--- src/rtl/alu_ctrl_pkg.sv ---
// Shared definitions for the ALU instruction controller: opcodes, FSM state
// encoding and default sizing.
package alu_ctrl_pkg;

    localparam int WIDTH_DEF = 4;
    localparam int NREGS_DEF = 4;
    localparam int OP_W      = 3;

    localparam logic [OP_W-1:0] OP_ADD  = 3'd0;
    localparam logic [OP_W-1:0] OP_SUB  = 3'd1;
    localparam logic [OP_W-1:0] OP_AND  = 3'd2;
    localparam logic [OP_W-1:0] OP_OR   = 3'd3;
    localparam logic [OP_W-1:0] OP_XOR  = 3'd4;
    localparam logic [OP_W-1:0] OP_RSV5 = 3'd5;
    localparam logic [OP_W-1:0] OP_RSV6 = 3'd6;
    localparam logic [OP_W-1:0] OP_LI   = 3'd7;

    typedef enum logic [1:0] {
        IDLE = 2'd0,
        EXEC = 2'd1,
        WB   = 2'd2
    } ctrl_state_t;

    // LI bypasses the ALU result; everything else retires what the ALU returns.
    function automatic logic is_li(input logic [OP_W-1:0] op);
        return op == OP_LI;
    endfunction

endpackage

--- src/rtl/alu_ctrl_rf.sv ---
// NREGS x WIDTH register file: two combinational operand reads, one debug
// read and a single synchronous write port, cleared by the async reset.
module alu_ctrl_rf
    import alu_ctrl_pkg::*;
#(
    parameter int WIDTH = WIDTH_DEF,
    parameter int NREGS = NREGS_DEF,
    parameter int AW    = $clog2(NREGS)
) (
    input  logic             clk,
    input  logic             rst_n,
    input  logic [AW-1:0]    ra_addr,
    output logic [WIDTH-1:0] ra_data,
    input  logic [AW-1:0]    rb_addr,
    output logic [WIDTH-1:0] rb_data,
    input  logic [AW-1:0]    dbg_addr,
    output logic [WIDTH-1:0] dbg_data,
    input  logic             we,
    input  logic [AW-1:0]    waddr,
    input  logic [WIDTH-1:0] wdata
);

    logic [WIDTH-1:0] regs [NREGS];

    genvar gi;
    generate
        for (gi = 0; gi < NREGS; gi++) begin : g_reg
            localparam logic [AW-1:0] IDX = AW'(gi);
            logic [WIDTH-1:0] r_q;
            logic [WIDTH-1:0] r_d;

            always_comb begin
                r_d = r_q;
                if (we && (waddr == IDX)) begin
                    r_d = wdata;
                end
            end

            always_ff @(posedge clk or negedge rst_n) begin
                if (!rst_n) begin
                    r_q <= '0;
                end else begin
                    r_q <= r_d;
                end
            end

            assign regs[gi] = r_q;
        end
    endgenerate

    assign ra_data  = regs[ra_addr];
    assign rb_data  = regs[rb_addr];
    assign dbg_data = regs[dbg_addr];

endmodule

--- src/rtl/alu_ctrl.sv ---
// Three-cycle (IDLE/EXEC/WB) instruction controller driving an external
// combinational ALU and retiring results into a small register file.
module alu_ctrl
    import alu_ctrl_pkg::*;
#(
    parameter int WIDTH = WIDTH_DEF,
    parameter int NREGS = NREGS_DEF,
    parameter int AW    = $clog2(NREGS)
) (
    input  logic             clk,
    input  logic             rst_n,
    input  logic             instr_valid,
    output logic             instr_ready,
    input  logic [OP_W-1:0]  instr_op,
    input  logic [AW-1:0]    instr_rd,
    input  logic [AW-1:0]    instr_rs1,
    input  logic [AW-1:0]    instr_rs2,
    input  logic [WIDTH-1:0] instr_imm,
    output logic [WIDTH-1:0] alu_a,
    output logic [WIDTH-1:0] alu_b,
    output logic [OP_W-1:0]  alu_operation,
    input  logic [WIDTH-1:0] alu_result,
    input  logic             alu_zero,
    output logic             done_valid,
    output logic [AW-1:0]    done_rd,
    output logic [WIDTH-1:0] done_data,
    output logic             done_zero,
    output logic             flag_z,
    input  logic [AW-1:0]    dbg_addr,
    output logic [WIDTH-1:0] dbg_data
);

    ctrl_state_t      state_q, state_d;
    logic             ready_q, ready_d;
    logic [OP_W-1:0]  op_q, op_d;
    logic [AW-1:0]    rd_q, rd_d;
    logic [AW-1:0]    rs1_q, rs1_d;
    logic [AW-1:0]    rs2_q, rs2_d;
    logic [WIDTH-1:0] imm_q, imm_d;
    logic [WIDTH-1:0] alu_a_q, alu_a_d;
    logic [WIDTH-1:0] alu_b_q, alu_b_d;
    logic [OP_W-1:0]  alu_op_q, alu_op_d;
    logic             done_valid_q, done_valid_d;
    logic [AW-1:0]    done_rd_q, done_rd_d;
    logic [WIDTH-1:0] done_data_q, done_data_d;
    logic             done_zero_q, done_zero_d;
    logic             flag_z_q, flag_z_d;

    logic             accept;
    logic [AW-1:0]    ra_addr, rb_addr;
    logic [WIDTH-1:0] ra_data, rb_data;
    logic             rf_we;

    // Operands are read while the instruction is still on the input bus so the
    // ALU operand registers are loaded on the same edge that enters EXEC.
    assign ra_addr = (state_q == IDLE) ? instr_rs1 : rs1_q;
    assign rb_addr = (state_q == IDLE) ? instr_rs2 : rs2_q;
    assign accept  = instr_valid && ready_q;
    assign rf_we   = (state_q == WB);

    alu_ctrl_rf #(
        .WIDTH (WIDTH),
        .NREGS (NREGS),
        .AW    (AW)
    ) u_rf (
        .clk      (clk),
        .rst_n    (rst_n),
        .ra_addr  (ra_addr),
        .ra_data  (ra_data),
        .rb_addr  (rb_addr),
        .rb_data  (rb_data),
        .dbg_addr (dbg_addr),
        .dbg_data (dbg_data),
        .we       (rf_we),
        .waddr    (rd_q),
        .wdata    (done_data_q)
    );

    always_comb begin
        state_d      = state_q;
        ready_d      = 1'b0;
        op_d         = op_q;
        rd_d         = rd_q;
        rs1_d        = rs1_q;
        rs2_d        = rs2_q;
        imm_d        = imm_q;
        alu_a_d      = '0;
        alu_b_d      = '0;
        alu_op_d     = '0;
        done_valid_d = 1'b0;
        done_rd_d    = '0;
        done_data_d  = '0;
        done_zero_d  = 1'b0;
        flag_z_d     = flag_z_q;

        case (state_q)
            IDLE: begin
                ready_d = 1'b1;
                if (accept) begin
                    op_d     = instr_op;
                    rd_d     = instr_rd;
                    rs1_d    = instr_rs1;
                    rs2_d    = instr_rs2;
                    imm_d    = instr_imm;
                    alu_a_d  = ra_data;
                    alu_b_d  = rb_data;
                    alu_op_d = instr_op;
                    ready_d  = 1'b0;
                    state_d  = EXEC;
                end
            end
            EXEC: begin
                done_valid_d = 1'b1;
                done_rd_d    = rd_q;
                if (is_li(op_q)) begin
                    done_data_d = imm_q;
                    done_zero_d = (imm_q == '0);
                end else begin
                    done_data_d = alu_result;
                    done_zero_d = alu_zero;
                end
                state_d = WB;
            end
            WB: begin
                flag_z_d = done_zero_q;
                ready_d  = 1'b1;
                state_d  = IDLE;
            end
            default: begin
                state_d = IDLE;
            end
        endcase
    end

    always_ff @(posedge clk or negedge rst_n) begin
        if (!rst_n) begin
            state_q      <= IDLE;
            ready_q      <= 1'b0;
            op_q         <= '0;
            rd_q         <= '0;
            rs1_q        <= '0;
            rs2_q        <= '0;
            imm_q        <= '0;
            alu_a_q      <= '0;
            alu_b_q      <= '0;
            alu_op_q     <= '0;
            done_valid_q <= 1'b0;
            done_rd_q    <= '0;
            done_data_q  <= '0;
            done_zero_q  <= 1'b0;
            flag_z_q     <= 1'b0;
        end else begin
            state_q      <= state_d;
            ready_q      <= ready_d;
            op_q         <= op_d;
            rd_q         <= rd_d;
            rs1_q        <= rs1_d;
            rs2_q        <= rs2_d;
            imm_q        <= imm_d;
            alu_a_q      <= alu_a_d;
            alu_b_q      <= alu_b_d;
            alu_op_q     <= alu_op_d;
            done_valid_q <= done_valid_d;
            done_rd_q    <= done_rd_d;
            done_data_q  <= done_data_d;
            done_zero_q  <= done_zero_d;
            flag_z_q     <= flag_z_d;
        end
    end

    assign instr_ready   = ready_q;
    assign alu_a         = alu_a_q;
    assign alu_b         = alu_b_q;
    assign alu_operation = alu_op_q;
    assign done_valid    = done_valid_q;
    assign done_rd       = done_rd_q;
    assign done_data     = done_data_q;
    assign done_zero     = done_zero_q;
    assign flag_z        = flag_z_q;

endmodule
--- config.mk ---
export PLATFORM = sky130hd
export DESIGN_NAME = alu_ctrl
export DESIGN_NICKNAME = d
export VERILOG_FILES = /design/src/rtl/alu_ctrl_pkg.sv /design/src/rtl/alu_ctrl_rf.sv /design/src/rtl/alu_ctrl.sv
export SDC_FILE = /design/constraint.sdc
export NUM_CORES = 1
export LEC_CHECK = 0
export BUFFER_PORTS_ARGS = -buffer_cell sky130_fd_sc_hd__buf_4
export CORE_AREA = 2 2 60 73
export DETAILED_ROUTE_END_ITERATION = 10
export DIE_AREA = 0 0 62 75
export PLACE_DENSITY = 0.8
export SLEW_MARGIN = 25
export SYNTH_ARGS = -nofsm -noshare
export SYNTH_HDL_FRONTEND = slang
export SYNTH_SLANG_ARGS = --single-unit
--- constraint.sdc ---
create_clock -name clk -period 5.1 [get_ports clk]
set_clock_uncertainty 0.2 [all_clocks]
set_input_delay 0.255 -clock clk [delete_from_list [all_inputs] [get_ports clk]]
set_output_delay 0.255 -clock clk [all_outputs]
set_load 0.05 [all_outputs]
# [Word-level counts from Yosys, hierarchy flattened]
# Cells that the tools add are included.
# W data, S select, Z words.
[word_totals] ff_bits=52 input_bits=23 out_inout_bits=25 elab_cells=68
[classes] magnitude_cmp=3 n_eq_ne=7 n_mux=27 n_bitwise=3 n_reduce_logical=9
[op_table] op="$mux W4" n=12
[op_table] op="$bmux W4 S2" n=3
[op_table] op="$ge A3 B3 Y1 const B" n=3
[op_table] op="$not A2 Y3" n=3
[op_table] op="$mux W2" n=4
[op_table] op="$eq A2 B2 Y1 const B" n=3
[op_table] op="$mux W3" n=2
[op_table] op="$logic_and A1 B1 Y1" n=5
[op_table] op="$eq A2 B1 Y1 const B" n=2
[op_table] op="$logic_not A2 Y1" n=2
[op_table] op="$logic_not A4 Y1" n=1
[op_table] op="$mux W1" n=4
[op_table] op="$pmux W2 S2" n=1
[op_table] op="$eq A3 B3 Y1 const B" n=1
[op_table] op="$ne A2 B2 Y1 const B" n=1
[op_table] op="$pmux W1 S2" n=1
[op_table] op="$reduce_and A2 Y1" n=1

# [Longest topological paths before layout]
[depth] ltp_word=8 depth_mapped=6 mapped_depth_nobuf=4

# [Cells and area by module]
# Synthesis repeated with hierarchy kept, for this count alone.
[unflattened] hier_cells=138 hier_area_um2=2274.7
[by_module_without_submodules] mod="alu_ctrl" n_inst=1 cells_per_inst=90 area_per_inst_um2=1373.8 seq_area_each_um2=900.9
[by_module_without_submodules] mod="alu_ctrl_rf" n_inst=1 cells_per_inst=48 area_per_inst_um2=900.9 seq_area_each_um2=400.4

# [Worst setup path after synthesis]
# No wires, ideal clock.
[synth_timing] path_kind="reg2reg" start="reg ready_q, in the netlist instr_ready" end="reg op_q[0]" setup_time_ns=0.127 t_arrival_ns=1.444 required_time_ns=4.773 path_slack_ns=3.329 path_stages_with_launch=5 n_path_buf=2 period_less_slack_ns=1.771 path_cell_list="dfrtp_1 and3_1 buf_6 buf_6 mux2_1"
[synth_via] elab_chain_cells=2
[synth_rtl] element="from (decl)" line="alu_ctrl.sv:34" source="logic ready_q, ready_d;"
[synth_rtl] element="from (signal assigned)" line="alu_ctrl.sv:154" source="ready_q <= ready_d;"
[synth_rtl] element="$logic_and A1 B1 Y1" line="alu_ctrl.sv:58" source="assign accept = instr_valid && ready_q;"
[synth_rtl] element="$reduce_and A2 Y1 (no line)"
[synth_rtl] element="to (signal assigned)" line="alu_ctrl.sv:155" source="op_q <= op_d;"
[synth_rtl] element="to (decl)" line="alu_ctrl.sv:35" source="logic [OP_W-1:0] op_q, op_d;"
# Every way passes these cells.
# A chain may end at the register's enable or synchronous reset.

# [Worst setup path after layout]
[layout_timing] start="reg state_q[0]" end="reg alu_b_q[0], in the netlist alu_b[0]"
[layout_via] elab_chain_cells=8
[layout_rtl] element="from (decl)" line="alu_ctrl.sv:33" source="ctrl_state_t state_q, state_d;"
[layout_rtl] element="from (signal assigned)" line="alu_ctrl.sv:153" source="state_q <= state_d;"
[layout_rtl] element="$logic_not A2 Y1 *" line="alu_ctrl.sv:57, alu_ctrl.sv:96"
[layout_rtl] element="$mux W2" line="alu_ctrl.sv:57" source="assign rb_addr = (state_q == IDLE) ? instr_rs2 : rs2_q;"
[layout_rtl] element="$not A2 Y3 (not written as such)" line="alu_ctrl_rf.sv:52" source="assign rb_data = regs[rb_addr];"
[layout_rtl] element="$bmux W4 S2" line="alu_ctrl_rf.sv:52"
[layout_rtl] element="$mux W4 (not written as such) (2 in a row)" line="alu_ctrl_rf.sv:52"
[layout_rtl] element="$mux W4" line="alu_ctrl.sv:99" source="if (accept) begin"
[layout_rtl] element="$mux W4 *" line="alu_ctrl.sv:96" source="case (state_q)"
[layout_rtl] element="net alu_b_d[0]" line="alu_ctrl.sv:41" source="logic [WIDTH-1:0] alu_b_q, alu_b_d;"
[layout_rtl] element="to (signal assigned)" line="alu_ctrl.sv:161" source="alu_b_q <= alu_b_d;"
[layout_rtl] element="to (decl)" line="alu_ctrl.sv:41"
# The timed path passes the listed nets; every way through them passes the cells marked *. The select of a mux whose other input is x is not followed.

==> impl_summary.md <==
Run status
The run finished with clean final reports.

Critical path
Along the worst path, the maximum fanout reaches 17. Data on the critical path is required at its endpoint by 5120 ps. The critical path data arrival time is 2080 ps.

The type of the setup path with the least slack is flop to flop. The critical path endpoint category is a flop. The startpoint type of the worst setup path is a flop.

Die
The die area is 4650 µm². The area of the core is 3910 µm². The I/O pin total is 48.

The chip height is 75 µm. The site row count is 25. The die span in x is 62 µm. Once the floorplan was initialized, standard cells occupied 55.0% of the core.

Logic synthesis
The commonest cells after synthesis are 50 x sky130_fd_sc_hd__dfrtp_1, 26 x sky130_fd_sc_hd__mux2_2, 20 x sky130_fd_sc_hd__mux2i_1, 8 x sky130_fd_sc_hd__o22ai_1, 7 x sky130_fd_sc_hd__nor2_1. The share of synthesized area in the top cell type comes to 58.2%. The number of enable flip-flop cells after synthesis is 0.

The portion of synthesized area spent on multiplexers is 30.3%. The instance count of the mapped netlist is 145. Ranked by total cell area, the synthesized netlist is headed by sky130_fd_sc_hd__dfrtp_1 58%, sky130_fd_sc_hd__mux2_2 14%, sky130_fd_sc_hd__mux2i_1 9.3%. The synthesized netlist devotes 0% of its cell area to XOR and XNOR gates.

The biggest area contributor in the post-synthesis netlist is sky130_fd_sc_hd__dfrtp_1. In this run, synthesis produced a sequential element count of 50. Among all flip-flop cells after synthesis, the most frequent one is sky130_fd_sc_hd__dfrtp_1. In the post-synthesis netlist, the cell with the most instances is sky130_fd_sc_hd__dfrtp_1. The number of warnings reported in the yosys synthesis log is 0. Summing the sequential cell areas from Yosys gives 58.2% of the chip area. The unique cell type count in the Yosys netlist is 22.

The synthesized netlist devotes 7.10% of its cell area to simple gates. The synthesized netlist occupies a cell area of 2150 µm². Summing the areas of all compound-gate instances in the mapped netlist gives 2.85% of the synthesized area. The number of nets produced by synthesis is 168. The fraction of registers with async set/reset is 100%. The dominant combinational cell family by area after synthesis is multiplexers. The synthesized area per cell is 14.8 µm². The adder and majority gate portion of the synthesized area is 0%.

Timing
The smallest clock period supported by the final layout is computed as 2070 ps. The post-route setup TNS is 0 ps. Setup repair after global routing left no endpoint under its margin. The achievable frequency is 0.484 GHz. The final-report hold violation count came to 0.

In the finished design, the share of the clock period the worst path needs comes to 40.5%. The transition at the pin with the smallest max-transition slack is 681 ps. The final-report max-slew violation count was 0.

Across all hold checks on the routed design, the worst slack comes to 9.86 ps. Measured against its own limit, the worst slew margin works out to 54.6%. Setup violations remaining at the end of the flow were counted as 0.

Layout
Of the cells placed in the final design, the portion with a size suffix greater than 1 is 42.1%. Compared with the post-synthesis result, the final layout area differs by 27.6%. The post-layout instance count excluding filler cells is 263. The repair_antennas step left the layout with diodes totalling 0. The number of filler instances in the final layout is 279.

The net count of the finished layout is 231.

Clock network
The clock reaches the later pin of the worst-skew pair after 300 ps. The clock tree from TritonCTS is done. The number of H-tree levels is 2. Once the clock tree was built, the setup fixing pass inserted 0 buffers. CTS saw 50 sinks. Clock-pin slew was measured on the worst setup and hold paths at 90 ps. The master cell of the clock root buffer is sky130_fd_sc_hd__clkbuf_8. In this run the deepest clock path goes through 2 buffers. The number of CTS-inserted buffers is 5.

Global routing
The first global-routing pass estimated 7330 µm of wire. The number of antenna violations at the first check in global routing came to 0. The total global routing track utilization is 22.0%. The number of global-route vias before repair came to 1554.

The total overflow reported by the global router is 0. Entering global routing, the biggest net connects 51 pins.

Place
During placement, the flow inserted port buffers numbering 47. The half-perimeter wire length after detailed placement is 3150 µm. Counting tap cells, the placed design contains a total of 244 instances.

The congestion estimate from routability-driven global placement came to 0.866.

Routing
The average wire per cell in the routed design is 16.8 µm. The vias after detailed routing is 1426. The number of violations reported at the end of detailed-routing iteration 0 is 69. The count of TritonRoute iterations in the first routing pass is 4. The remaining antenna violation count after routing is 0.

The detail-routed via count per cell is 5.42. The wire length after detailed routing is 4430 µm. The number of DRC violations after detailed routing is 0.

Worst hold path
The path class of the tightest hold or removal check is primary input to flop.

Pwr
Power spread over the standard cell area amounts to 536 nW/µm². The power after layout is 1.47 mW. IR analysis of the VDD net gives a maximum drop of 0.000281 V.

Summed over all cells, the static leakage comes to 1.36 nW.

Run
Max-cap violations in this run came to 0.
-- power breakdown --
group | internal [mW] | switching [mW]
Sequential | 0.520 | 0.121
Combinational | 0.266 | 0.336
Clock | 0.0970 | 0.129
-- state kept, by name, summed over array words and instances (netlist names), 2 cells and up --
signal	flops
alu_a	4
imm_q	4
alu_operation	3
done_data	4
rd_q	2
state_q	2
alu_b	4
done_rd	2
op_q	3
u_rf.g.r_q	16
-- stage by stage --
step	setup WS [ps]	area, µm²	utilization [%]
after floorplan	3330	2150	-
after global placement	3120	2550	65.2
after detailed placement	3060	2550	65.2
after CTS	3030	2740	70.2
after global routing	2850	2740	70.2
final	3030	2740	70.2
-- worst max-delay path: stages (launching register included) --
cell and delay (ps):
sky130_fd_sc_hd__dfrtp_1 460, sky130_fd_sc_hd__nor2_4 240, sky130_fd_sc_hd__and3_1 640, sky130_fd_sc_hd__nand2_1 240
sky130_fd_sc_hd__o22ai_1 200
-- path summary, 6_finish.rpt --
| path | startpoint | to | slack [ps] | cells past startpoint |
|---|---|---|---|---|
| min in group asynchronous | rst_n | alu_b[2]$_DFF_PN0_ | 310 | 2 |
| setup reg to reg | state_q[0]$_DFFE_PN0P_ | alu_b[0]$_DFF_PN0_ | 3030 | 4 |
| setup / recovery | state_q[0]$_DFFE_PN0P_ | alu_b[0]$_DFF_PN0_ | 3030 | 4 |
| max in group asynchronous | rst_n | alu_operation[0]$_DFF_PN0_ | 3990 | 2 |
| hold reg to reg | op_q[0]$_DFFE_PN0P_ | op_q[0]$_DFFE_PN0P_ | 300 | 1 |
| hold / removal | alu_result[2] | done_data[2]$_DFF_PN0_ | 10 | 3 |
-- cell type report --
cell class / count / area [µm²] / area share, %
timing repair buffer: 58 / 463 / 16.9
clock inverter: 2 / 13.8 / 0.502
clock buffer: 6 / 72.6 / 2.64
tap: 54 / 67.6 / 2.46
multi-input combinational: 90 / 865 / 31.5
sequential: 50 / 1250 / 45.6
inverter: 3 / 11.3 / 0.410
-- metal layers --
metal	vias up	share of wire [%]	global-route usage (%)
met5	-	0	0
met4	0	1.7	8.51
met3	8	4.1	4.81
met2	44	55	38.3
met1	717	39	26.0
li1	657	-	-
-- cell usage in the layout (no fill, tap or decap) --
master / n
sky130_fd_sc_hd__nor2_1: 7
sky130_fd_sc_hd__nor2b_1: 1
sky130_fd_sc_hd__and3b_1: 1
sky130_fd_sc_hd__and3_1: 1
sky130_fd_sc_hd__and2_1: 5
sky130_fd_sc_hd__or4_1: 1
sky130_fd_sc_hd__o22ai_1: 8
sky130_fd_sc_hd__dlygate4sd3_1: 11
sky130_fd_sc_hd__clkbuf_1: 1
sky130_fd_sc_hd__nor2_4: 1
sky130_fd_sc_hd__mux2i_4: 2
sky130_fd_sc_hd__mux2_1: 2
sky130_fd_sc_hd__nand4b_1: 2
sky130_fd_sc_hd__buf_4: 47
sky130_fd_sc_hd__clkinv_4: 1
sky130_fd_sc_hd__a31oi_1: 1
sky130_fd_sc_hd__mux2_2: 26
sky130_fd_sc_hd__nand2_1: 4
sky130_fd_sc_hd__mux4_2: 4
sky130_fd_sc_hd__clkbuf_8: 5
sky130_fd_sc_hd__a21oi_1: 1
sky130_fd_sc_hd__clkinv_2: 1
sky130_fd_sc_hd__nor4_2: 1
sky130_fd_sc_hd__mux2i_1: 20
sky130_fd_sc_hd__dfrtp_1: 50
sky130_fd_sc_hd__inv_1: 3
sky130_fd_sc_hd__nand3_1: 2
-- repair_timing --
action	in CTS	in global routing
hold buffers	11	0
hold endpoints to repair	63	0
resized for setup	0	0
-- logic make-up (layout without fill, tap and decap cells) --
| logic type | Yosys count | in the layout |
|---|---|---|
| buf+inv | 5 | 69 |
| mux | 54 | 54 |
| compound gates | 10 | 10 |
| simple gates | 26 | 26 |
| flops | 50 | 50 |
Note: power is estimated with default switching activity, not from simulation.
